### config.mk
export PLATFORM = sky130hd
export DESIGN_NAME = aurora_hls_nfc_ctrl
export DESIGN_NICKNAME = d
export VERILOG_FILES = /design/src/rtl/aurora_hls_nfc_pkg.sv /design/src/rtl/aurora_hls_sat_counter.sv /design/src/rtl/aurora_hls_nfc_ctrl.sv
export SDC_FILE = /design/constraint.sdc
export NUM_CORES = 1
export LEC_CHECK = 0
export CORE_ASPECT_RATIO = 1.25
export CORE_MARGIN = 2
export CORE_UTILIZATION = 53
export DETAILED_ROUTE_END_ITERATION = 7
export PLACE_DENSITY = 0.82
export SLEW_MARGIN = 0
export SYNTH_ARGS = -nofsm -noshare
export SYNTH_HDL_FRONTEND = slang
export SYNTH_SLANG_ARGS = --single-unit
### constraint.sdc
create_clock -name clk -period 7.15 [get_ports clk]
set_clock_uncertainty 0.05 [all_clocks]
set_input_delay 0.715 -clock clk [delete_from_list [all_inputs] [get_ports clk]]
set_output_delay 0.715 -clock clk [all_outputs]
set_load 0.02 [all_outputs]
### src/rtl/aurora_hls_nfc_pkg.sv
// Shared definitions for the Aurora RX native-flow-control controller.
//   - nfc_state_e : controller FSM state encoding
//   - NFC_XOFF / NFC_XON : fixed NFC words for XOFF/XON operation
//   - sat_inc()   : saturating increment at an arbitrary width (up to 64 bits)
package aurora_hls_nfc_pkg;

  typedef enum logic [2:0] {
    ST_RUN          = 3'd0,
    ST_SEND_PAUSE   = 3'd1,
    ST_PAUSED       = 3'd2,
    ST_SEND_REFRESH = 3'd3,
    ST_SEND_XON     = 3'd4
  } nfc_state_e;

  localparam logic [15:0] NFC_XOFF = 16'hFFFF;
  localparam logic [15:0] NFC_XON  = 16'h0000;

  // Increment value by one unless it already holds the all-ones value of a
  // width-bit counter; callers zero-extend into and truncate out of 64 bits.
  function automatic logic [63:0] sat_inc(input logic [63:0] value,
                                          input int unsigned width);
    logic [63:0] max_value;
    max_value = (width >= 64) ? {64{1'b1}} : ((64'd1 << width) - 64'd1);
    return (value >= max_value) ? value : value + 64'd1;
  endfunction

endpackage

### src/rtl/aurora_hls_sat_counter.sv
// Saturating statistics counter.
//   clk, rst : clock, asynchronous active-high reset
//   inc      : add one this cycle (holds at all-ones)
//   clr      : synchronous clear, wins over inc
//   count    : registered count value
module aurora_hls_sat_counter
  import aurora_hls_nfc_pkg::*;
#(
  parameter int unsigned COUNT_WIDTH = 32
) (
  input  logic                   clk,
  input  logic                   rst,
  input  logic                   inc,
  input  logic                   clr,
  output logic [COUNT_WIDTH-1:0] count
);

  logic [COUNT_WIDTH-1:0] count_q, count_d;

  always_comb begin
    count_d = count_q;
    if (clr) begin
      count_d = '0;
    end else if (inc) begin
      count_d = COUNT_WIDTH'(sat_inc(64'(count_q), COUNT_WIDTH));
    end
  end

  // NOTE: sequential state uses non-blocking assignments so every flop samples
  // the pre-edge values regardless of block ordering.
  always_ff @(posedge clk or posedge rst) begin
    if (rst) begin
      count_q <= '0;
    end else begin
      count_q <= count_d;
    end
  end

  assign count = count_q;

endmodule

### src/rtl/aurora_hls_nfc_ctrl.sv
// Native-flow-control controller for the Aurora RX path.
// Watches the RX FIFO thresholds and offers pause (XOFF or timed-pause) and
// XON words on the core's s_axi_nfc stream, with optional periodic pause
// refresh and saturating statistics.
//   clk, rst               : clock, asynchronous active-high reset
//   enable                 : permits new pause requests; low while paused forces XON
//   clear_counters         : synchronous clear of all statistics
//   fifo_rx_prog_full/empty: RX FIFO high/low threshold flags
//   rx_tvalid              : RX beat arriving, counted while paused
//   s_axi_nfc_*            : NFC request stream (tdata big-endian [0:15])
//   *_count, latency_max   : statistics, saturating at all-ones
module aurora_hls_nfc_ctrl
  import aurora_hls_nfc_pkg::*;
#(
  parameter int unsigned COUNT_WIDTH    = 32,
  parameter int unsigned PAUSE_MODE     = 0,
  parameter logic [15:0] PAUSE_VALUE    = 16'h00FF,
  parameter int unsigned REFRESH_CYCLES = 0
) (
  input  logic                   clk,
  input  logic                   rst,
  input  logic                   enable,
  input  logic                   clear_counters,
  input  logic                   fifo_rx_prog_full,
  input  logic                   fifo_rx_prog_empty,
  input  logic                   rx_tvalid,
  input  logic                   s_axi_nfc_tready,
  output logic                   s_axi_nfc_tvalid,
  output logic [0:15]            s_axi_nfc_tdata,
  output logic [COUNT_WIDTH-1:0] full_trigger_count,
  output logic [COUNT_WIDTH-1:0] empty_trigger_count,
  output logic [COUNT_WIDTH-1:0] refresh_count,
  output logic [COUNT_WIDTH-1:0] latency_count,
  output logic [COUNT_WIDTH-1:0] latency_max
);

  localparam logic [15:0] PAUSE_WORD   = (PAUSE_MODE == 1) ? PAUSE_VALUE : NFC_XOFF;
  localparam logic [31:0] REFRESH_LAST = (REFRESH_CYCLES == 0) ? 32'd0
                                                              : 32'(REFRESH_CYCLES - 1);

  nfc_state_e             state_q, state_d;
  logic                   tvalid_q, tvalid_d;
  logic [0:15]            tdata_q, tdata_d;
  logic [31:0]            timer_q, timer_d;
  logic [COUNT_WIDTH-1:0] latency_max_q, latency_max_d;

  logic handshake;
  logic full_inc, empty_inc, refresh_inc, lat_inc, lat_zero;

  assign handshake = tvalid_q && s_axi_nfc_tready;

  // NOTE: every variable assigned below gets a default first, so no path can
  // leave one unassigned and infer a latch.
  always_comb begin
    state_d     = state_q;
    tvalid_d    = tvalid_q;
    tdata_d     = tdata_q;
    timer_d     = timer_q;
    full_inc    = 1'b0;
    empty_inc   = 1'b0;
    refresh_inc = 1'b0;
    lat_inc     = 1'b0;
    lat_zero    = 1'b0;

    unique case (state_q)
      ST_RUN: begin
        if (enable && fifo_rx_prog_full) begin
          state_d  = ST_SEND_PAUSE;
          tvalid_d = 1'b1;
          tdata_d  = PAUSE_WORD;
        end
      end

      // Once offered, the pause word stays up until accepted.
      ST_SEND_PAUSE: begin
        if (handshake) begin
          state_d  = ST_PAUSED;
          tvalid_d = 1'b0;
          full_inc = 1'b1;
          lat_zero = 1'b1;
          timer_d  = '0;
        end
      end

      // XON is checked before refresh so a draining FIFO never gets re-paused.
      ST_PAUSED: begin
        lat_inc = rx_tvalid;
        if (fifo_rx_prog_empty || !enable) begin
          state_d  = ST_SEND_XON;
          tvalid_d = 1'b1;
          tdata_d  = NFC_XON;
        end else if (REFRESH_CYCLES != 0 && timer_q == REFRESH_LAST) begin
          state_d  = ST_SEND_REFRESH;
          tvalid_d = 1'b1;
          tdata_d  = PAUSE_WORD;
        end else begin
          timer_d = timer_q + 32'd1;
        end
      end

      ST_SEND_REFRESH: begin
        lat_inc = rx_tvalid;
        if (handshake) begin
          state_d     = ST_PAUSED;
          tvalid_d    = 1'b0;
          refresh_inc = 1'b1;
          timer_d     = '0;
        end
      end

      ST_SEND_XON: begin
        if (handshake) begin
          state_d   = ST_RUN;
          tvalid_d  = 1'b0;
          empty_inc = 1'b1;
        end
      end

      default: begin
        state_d  = ST_RUN;
        tvalid_d = 1'b0;
      end
    endcase
  end

  always_ff @(posedge clk or posedge rst) begin
    if (rst) begin
      state_q  <= ST_RUN;
      tvalid_q <= 1'b0;
      tdata_q  <= NFC_XON;
      timer_q  <= '0;
    end else begin
      state_q  <= state_d;
      tvalid_q <= tvalid_d;
      tdata_q  <= tdata_d;
      timer_q  <= timer_d;
    end
  end

  assign s_axi_nfc_tvalid = tvalid_q;
  assign s_axi_nfc_tdata  = tdata_q;

  aurora_hls_sat_counter #(.COUNT_WIDTH(COUNT_WIDTH)) u_full_cnt (
    .clk(clk), .rst(rst), .inc(full_inc), .clr(clear_counters),
    .count(full_trigger_count)
  );

  aurora_hls_sat_counter #(.COUNT_WIDTH(COUNT_WIDTH)) u_empty_cnt (
    .clk(clk), .rst(rst), .inc(empty_inc), .clr(clear_counters),
    .count(empty_trigger_count)
  );

  aurora_hls_sat_counter #(.COUNT_WIDTH(COUNT_WIDTH)) u_refresh_cnt (
    .clk(clk), .rst(rst), .inc(refresh_inc), .clr(clear_counters),
    .count(refresh_count)
  );

  // Latency restarts from zero each time an initial pause is accepted.
  aurora_hls_sat_counter #(.COUNT_WIDTH(COUNT_WIDTH)) u_latency_cnt (
    .clk(clk), .rst(rst), .inc(lat_inc), .clr(clear_counters || lat_zero),
    .count(latency_count)
  );

  // Tracks the registered latency_count, so it trails it by one cycle.
  always_comb begin
    latency_max_d = latency_max_q;
    if (clear_counters) begin
      latency_max_d = '0;
    end else if (latency_count > latency_max_q) begin
      latency_max_d = latency_count;
    end
  end

  always_ff @(posedge clk or posedge rst) begin
    if (rst) begin
      latency_max_q <= '0;
    end else begin
      latency_max_q <= latency_max_d;
    end
  end

  assign latency_max = latency_max_q;

endmodule

# Word-level counts from Yosys, hierarchy flattened
# Index checks and enable logic that the tools add are counted.
# W data, S select, Z words.
[classes] magnitude_cmp=5 bitwise=0 addsub=4 n_eq_ne=13 shift=0 mux=31 n_mul=0 div_mod_pow=0 reduce_logical=22
[ops] operator="$mux W32" n=14
[ops] operator="$add A32 B1 Y32 const B" n=4
[ops] operator="$ge A32 B32 Y1 const B" n=4
[ops] operator="$gt A32 B32 Y1" n=1
[ops] operator="$mux W16" n=2
[ops] operator="$pmux W16 S2" n=1
[ops] operator="$mux W3" n=4
[ops] operator="$ne A2 B2 Y1 const B" n=6
[ops] operator="$pmux W3 S4" n=1
[ops] operator="$reduce_bool A2 Y1" n=6
[ops] operator="$mux W1" n=8
[ops] operator="$reduce_and A2 Y1" n=4
[ops] operator="$eq A3 B2 Y1 const B" n=2
[ops] operator="$ne A2 B1 Y1 const B" n=3
[ops] operator="$reduce_and A3 Y1" n=2
[ops] operator="$reduce_and A4 Y1" n=1
[ops] operator="$reduce_or A2 Y1" n=2
[ops] operator="$eq A3 B1 Y1 const B" n=1
[ops] operator="$eq A3 B3 Y1 const B" n=1
[ops] operator="$logic_not A3 Y1" n=1
[ops] operator="$pmux W1 S3" n=1
[ops] operator="$reduce_or A3 Y1" n=1
[ops] operator="$logic_and A1 B1 Y1" n=2
[ops] operator="$logic_or A1 B1 Y1" n=2
[ops] operator="$logic_not A1 Y1" n=1
[word_totals] romBits=0 ff_bits=180 input_bits=8 latchBits=0 ram_bits=0 elab_cells=83 memories=0 output_inout_bits=177

# Depth between registers and ports, before layout
[depth] depth_word=6 mapped_depth=9 depth_no_buf=8

# Hierarchy
# Synthesis repeated with hierarchy kept, for this count alone.
[hier_totals] hier_cells=1090 hier_area_um2=10212.3
[modules_own_cells] module="aurora_hls_sat_counter" n_inst=4 area_per_inst_um2=1848.0 cells_each=195 seq_area_each_um2=800.8
[modules_own_cells] module="aurora_hls_nfc_ctrl" n_inst=1 area_per_inst_um2=2820.2 cells_each=310 seq_area_each_um2=925.9

# Worst setup path before layout
# OpenSTA, ideal clock, no wires.
[synth_path] path_kind="flip-flop to flip-flop" from="reg u_latency_cnt.count_q[30], in the netlist u_latency_cnt.count[30]" to="reg latency_max_q[24], in the netlist latency_max[24]" setup_ps=66 n_path_buf=1 t_required_ps=7034 path_stages_with_launch=9 setup_slack_ps=4682 synth_period_minus_slack_ps=2468 arrival_ps=2351 cell_sequence="dfrtp_1 -> ha_1 -> nand4_2 -> nor4_4 -> and3_1 -> a21oi_1 -> a311oi_4 -> buf_6 -> a22o_1"
[synth_between] elab_chain_cells=2
[synth_rtl] element="from (decl)" line_no="aurora_hls_sat_counter.sv:18" text="logic [COUNT_WIDTH-1:0] count_q, count_d;"
[synth_rtl] element="from (signal assigned)" line_no="aurora_hls_sat_counter.sv:35" text="count_q <= count_d;"
[synth_rtl] element="$gt A32 B32 Y1" line_no="aurora_hls_nfc_ctrl.sv:169" text="end else if (latency_count > latency_max_q) begin"
[synth_rtl] element="$reduce_bool A2 Y1 (no source line)"
[synth_rtl] element="to (signal assigned)" line_no="aurora_hls_nfc_ctrl.sv:178" text="latency_max_q <= latency_max_d;"
[synth_rtl] element="to (decl)" line_no="aurora_hls_nfc_ctrl.sv:45" text="logic [COUNT_WIDTH-1:0] latency_max_q, latency_max_d;"
# Every way passes these cells.
# A chain may end at the register's enable or synchronous reset.

# Final worst setup path
[layout_path] from="in s_axi_nfc_tready" to="reg u_empty_cnt.count_q[25], in the netlist u_empty_cnt.count[25]"
[layout_between] elab_chain_cells=5
[layout_rtl] element="from (decl)" line_no="aurora_hls_nfc_ctrl.sv:27" text="input logic s_axi_nfc_tready,"
[layout_rtl] element="$logic_and A1 B1 Y1" line_no="aurora_hls_nfc_ctrl.sv:50" text="assign handshake = tvalid_q && s_axi_nfc_tready;"
[layout_rtl] element="$mux W1" line_no="aurora_hls_nfc_ctrl.sv:112" text="if (handshake) begin"
[layout_rtl] element="$mux W1" line_no="aurora_hls_nfc_ctrl.sv:65" text="unique case (state_q)"
[layout_rtl] element="$reduce_bool A2 Y1 (no source line)"
[layout_rtl] element="$reduce_and A2 Y1 (no source line)"
[layout_rtl] element="to (signal assigned)" line_no="aurora_hls_sat_counter.sv:35"
[layout_rtl] element="to (decl)" line_no="aurora_hls_sat_counter.sv:18"
# Every way passes these cells.

==> impl_metrics.json <==
{
  "dp_hpwl_um": 16600,
  "wl_um": 23900,
  "place_ws_ps": 3750,
  "gp_congestion": 0.881,
  "cts.sinks": 165,
  "hold_class": "flip-flop to flip-flop",
  "syn_to_final_growth_pct": 26.9,
  "grt_use_total_pct": 26.2,
  "start_util_pct": 53.9,
  "cts_hold_buf": 0,
  "grt_pass1_wl_um": 39600,
  "min_period_ps": 2980,
  "crit_buf_inv": 1,
  "synth-seq-area-share_pct": 44.1,
  "drive_gt1_share_pct": 5.11,
  "cp-end-kind": "flip-flop",
  "grt_pass1_vias": 7969,
  "firstDrtPassIters": 5,
  "grt_max_degree": 92,
  "antenna_found_initial": 0,
  "nets": 1186,
  "clkTransAtPathRegs_ps": 60,
  "cts.path.max_buffers": 2,
  "cpPeakStageDelay_ps": 620,
  "rows": 54,
  "drc": 0,
  "synth.area.top_cells": "dfrtp_1 (44%), xnor2_1 (7.1%), nor2_1 (5.0%)",
  "ys_types": 63,
  "worstSetupStartpointType": "primary input",
  "final.setup.worst_slack_ps": 4170,
  "die_h_um": 153,
  "relSlewSlack_pct": 26.8,
  "async_flop_share_pct": 100,
  "cp.arrival_ps": 3250,
  "synth_common_cells": "dfrtp_1 (165), nor2_1 (125), xnor2_1 (76)",
  "setup_viol": 0,
  "synth_top_area_cell": "dfrtp_1",
  "critPathMaxFanout": 21,
  "cts_root_buf": "clkbuf_16",
  "via_per_inst": 5.88,
  "status": "completed",
  "synth-edff-count": 0,
  "synth_nets": 1034,
  "postCtsSetupBuffers": 0,
  "die_area_um2": 18700,
  "setup.worst_path.class": "primary input to flip-flop",
  "power.total_mw": 2.36,
  "ctsResizeCount": 0,
  "ios": 185,
  "ctsHtreeMaxLevel": 4,
  "yosysTopAreaCellShare_pct": 44.1,
  "maxCapViolations": 0,
  "syn_area_um2": 9360,
  "clk_latency_ps": 430,
  "power_density_nw_per_um2": 199,
  "ir_drop_mv": 0.156,
  "gr-total-overflow": 0,
  "tightest_slew_ps": 1090,
  "leakagePower_nw": 4.68,
  "ys_warn_count": 0,
  "cp_slowest_cell": "nor4_4",
  "utilization_pct": 68.4,
  "dr_total_vias": 8109,
  "period_share_pct": 41.7,
  "ys_seq_elements": 165,
  "hold_viol": 0,
  "routedWlPerCell_um": 17.3,
  "coreArea_um2": 17400,
  "n_antenna_cell": 0,
  "drtIter0Drc": 554,
  "rsz0062_at_grt": "no",
  "fp.dieW_um": 123,
  "syn_inst": 990,
  "slew_viol_final": 0,
  "yosysMostFrequentCell": "dfrtp_1",
  "place.port_buffers": 184,
  "crit_required_ps": 7410,
  "cts_tree": "yes",
  "synth_ff_type": "dfrtp_1",
  "critPathTopFamily": "simple AND/OR/NAND/NOR gates",
  "ant_nets": 0,
  "finalSetupTns_ps": 0,
  "fmax_mhz": 336,
  "cts-buffers-inserted": 17,
  "cp_cell_sequence": "clkdlybuf4s50_1, and2_1, nand3_1, nor4_4, and3_1, mux2_1",
  "syn_area_per_cell_um2": 9.45
}
[cells in the final DEF (no fill, tap or decap), drive strengths merged, types with 26 or more instances in the layout]
cell / instances
nand4: 43
nor2: 126
clkdlybuf4s50: 183
inv: 44
ha: 36
nand2: 63
dfrtp: 165
a22o: 33
nor3: 44
xnor2: 76
nand3: 51
nor4: 26
a21oi: 39
[power by group]
part,switching (mW),internal (mW),leakage (nW)
Sequential,0.0536,0.953,2.30
Combinational,0.205,0.136,2.08
Clock,0.385,0.628,0.305
[layout make-up]
class	instances	area, um2
Clock buffer	19	443
Clock inverter	12	204
Fill cell	1380	5490
Inverter	44	170
Multi-Input combinational cell	724	4760
Sequential cell	165	4130
Tap cell	224	280
Timing Repair Buffer	190	1880
[sequential cells by signal, summed over array words and instances, names as in the netlist]
signal               cells
latency_max             32
u_refresh_cnt.count     32
u_latency_cnt.count     32
s_axi_nfc_tvalid         1
u_full_cnt.count        32
s_axi_nfc_tdata          1
state_q                  3
u_empty_cnt.count       32
[routing by layer]
metal / global-route usage (%) / vias to the layer above / part of all wire, %
li1: - / 3818 / -
met3: 6.47 / 40 / 6.2
met5: 0 / - / 0
met4: 8.70 / 0 / 2.2
met1: 31.9 / 3960 / 40
met2: 44.8 / 291 / 51
[metrics by stage]
stage / std cells / area, um2 / hold slack [ps]
finish: 1378 / 11900 / 483
floorplan: 990 / 9360 / 496
global route: 1378 / 11900 / 512
global placement: 1347 / 11200 / 460
detailed placement: 1347 / 11200 / 473
CTS: 1378 / 11900 / 489
[path summary, 6_finish.rpt]
| check | slack [ps] | cells past startpoint | endpoint | start |
|---|---|---|---|---|
| worst max register to register | 4270 | 8 | latency_max[10] | u_latency_cnt.count[25] |
| worst max-delay path | 4170 | 6 | u_empty_cnt.count[25] | s_axi_nfc_tready |
| worst min-delay path | 480 | 1 | latency_max[9] | latency_max[9] |
| worst min register to register | 480 | 1 | latency_max[9] | latency_max[9] |
| min in group asynchronous | 780 | 2 | latency_max[21] | rst |
| max in group asynchronous | 4760 | 3 | u_empty_cnt.count[20] | rst |
[cell families (layout without fill, tap and decap cells)]
| logic type | count (synthesis) | after routing | synth area share, % |
|---|---|---|---|
| AO/OA/AOI/OAI | 134 | 134 | 10.3 |
| buffers and inverters | 101 | 265 | 5.09 |
| flip-flops | 165 | 165 | 44.1 |
| AND/OR/NAND/NOR | 449 | 449 | 25.7 |
| XOR/XNOR | 101 | 101 | 9.45 |
| multiplexers | 4 | 4 | 0.441 |
| adder cells (fa/ha/maj) | 36 | 36 | 4.81 |
No activity file was read; power rests on OpenSTA's default activity.
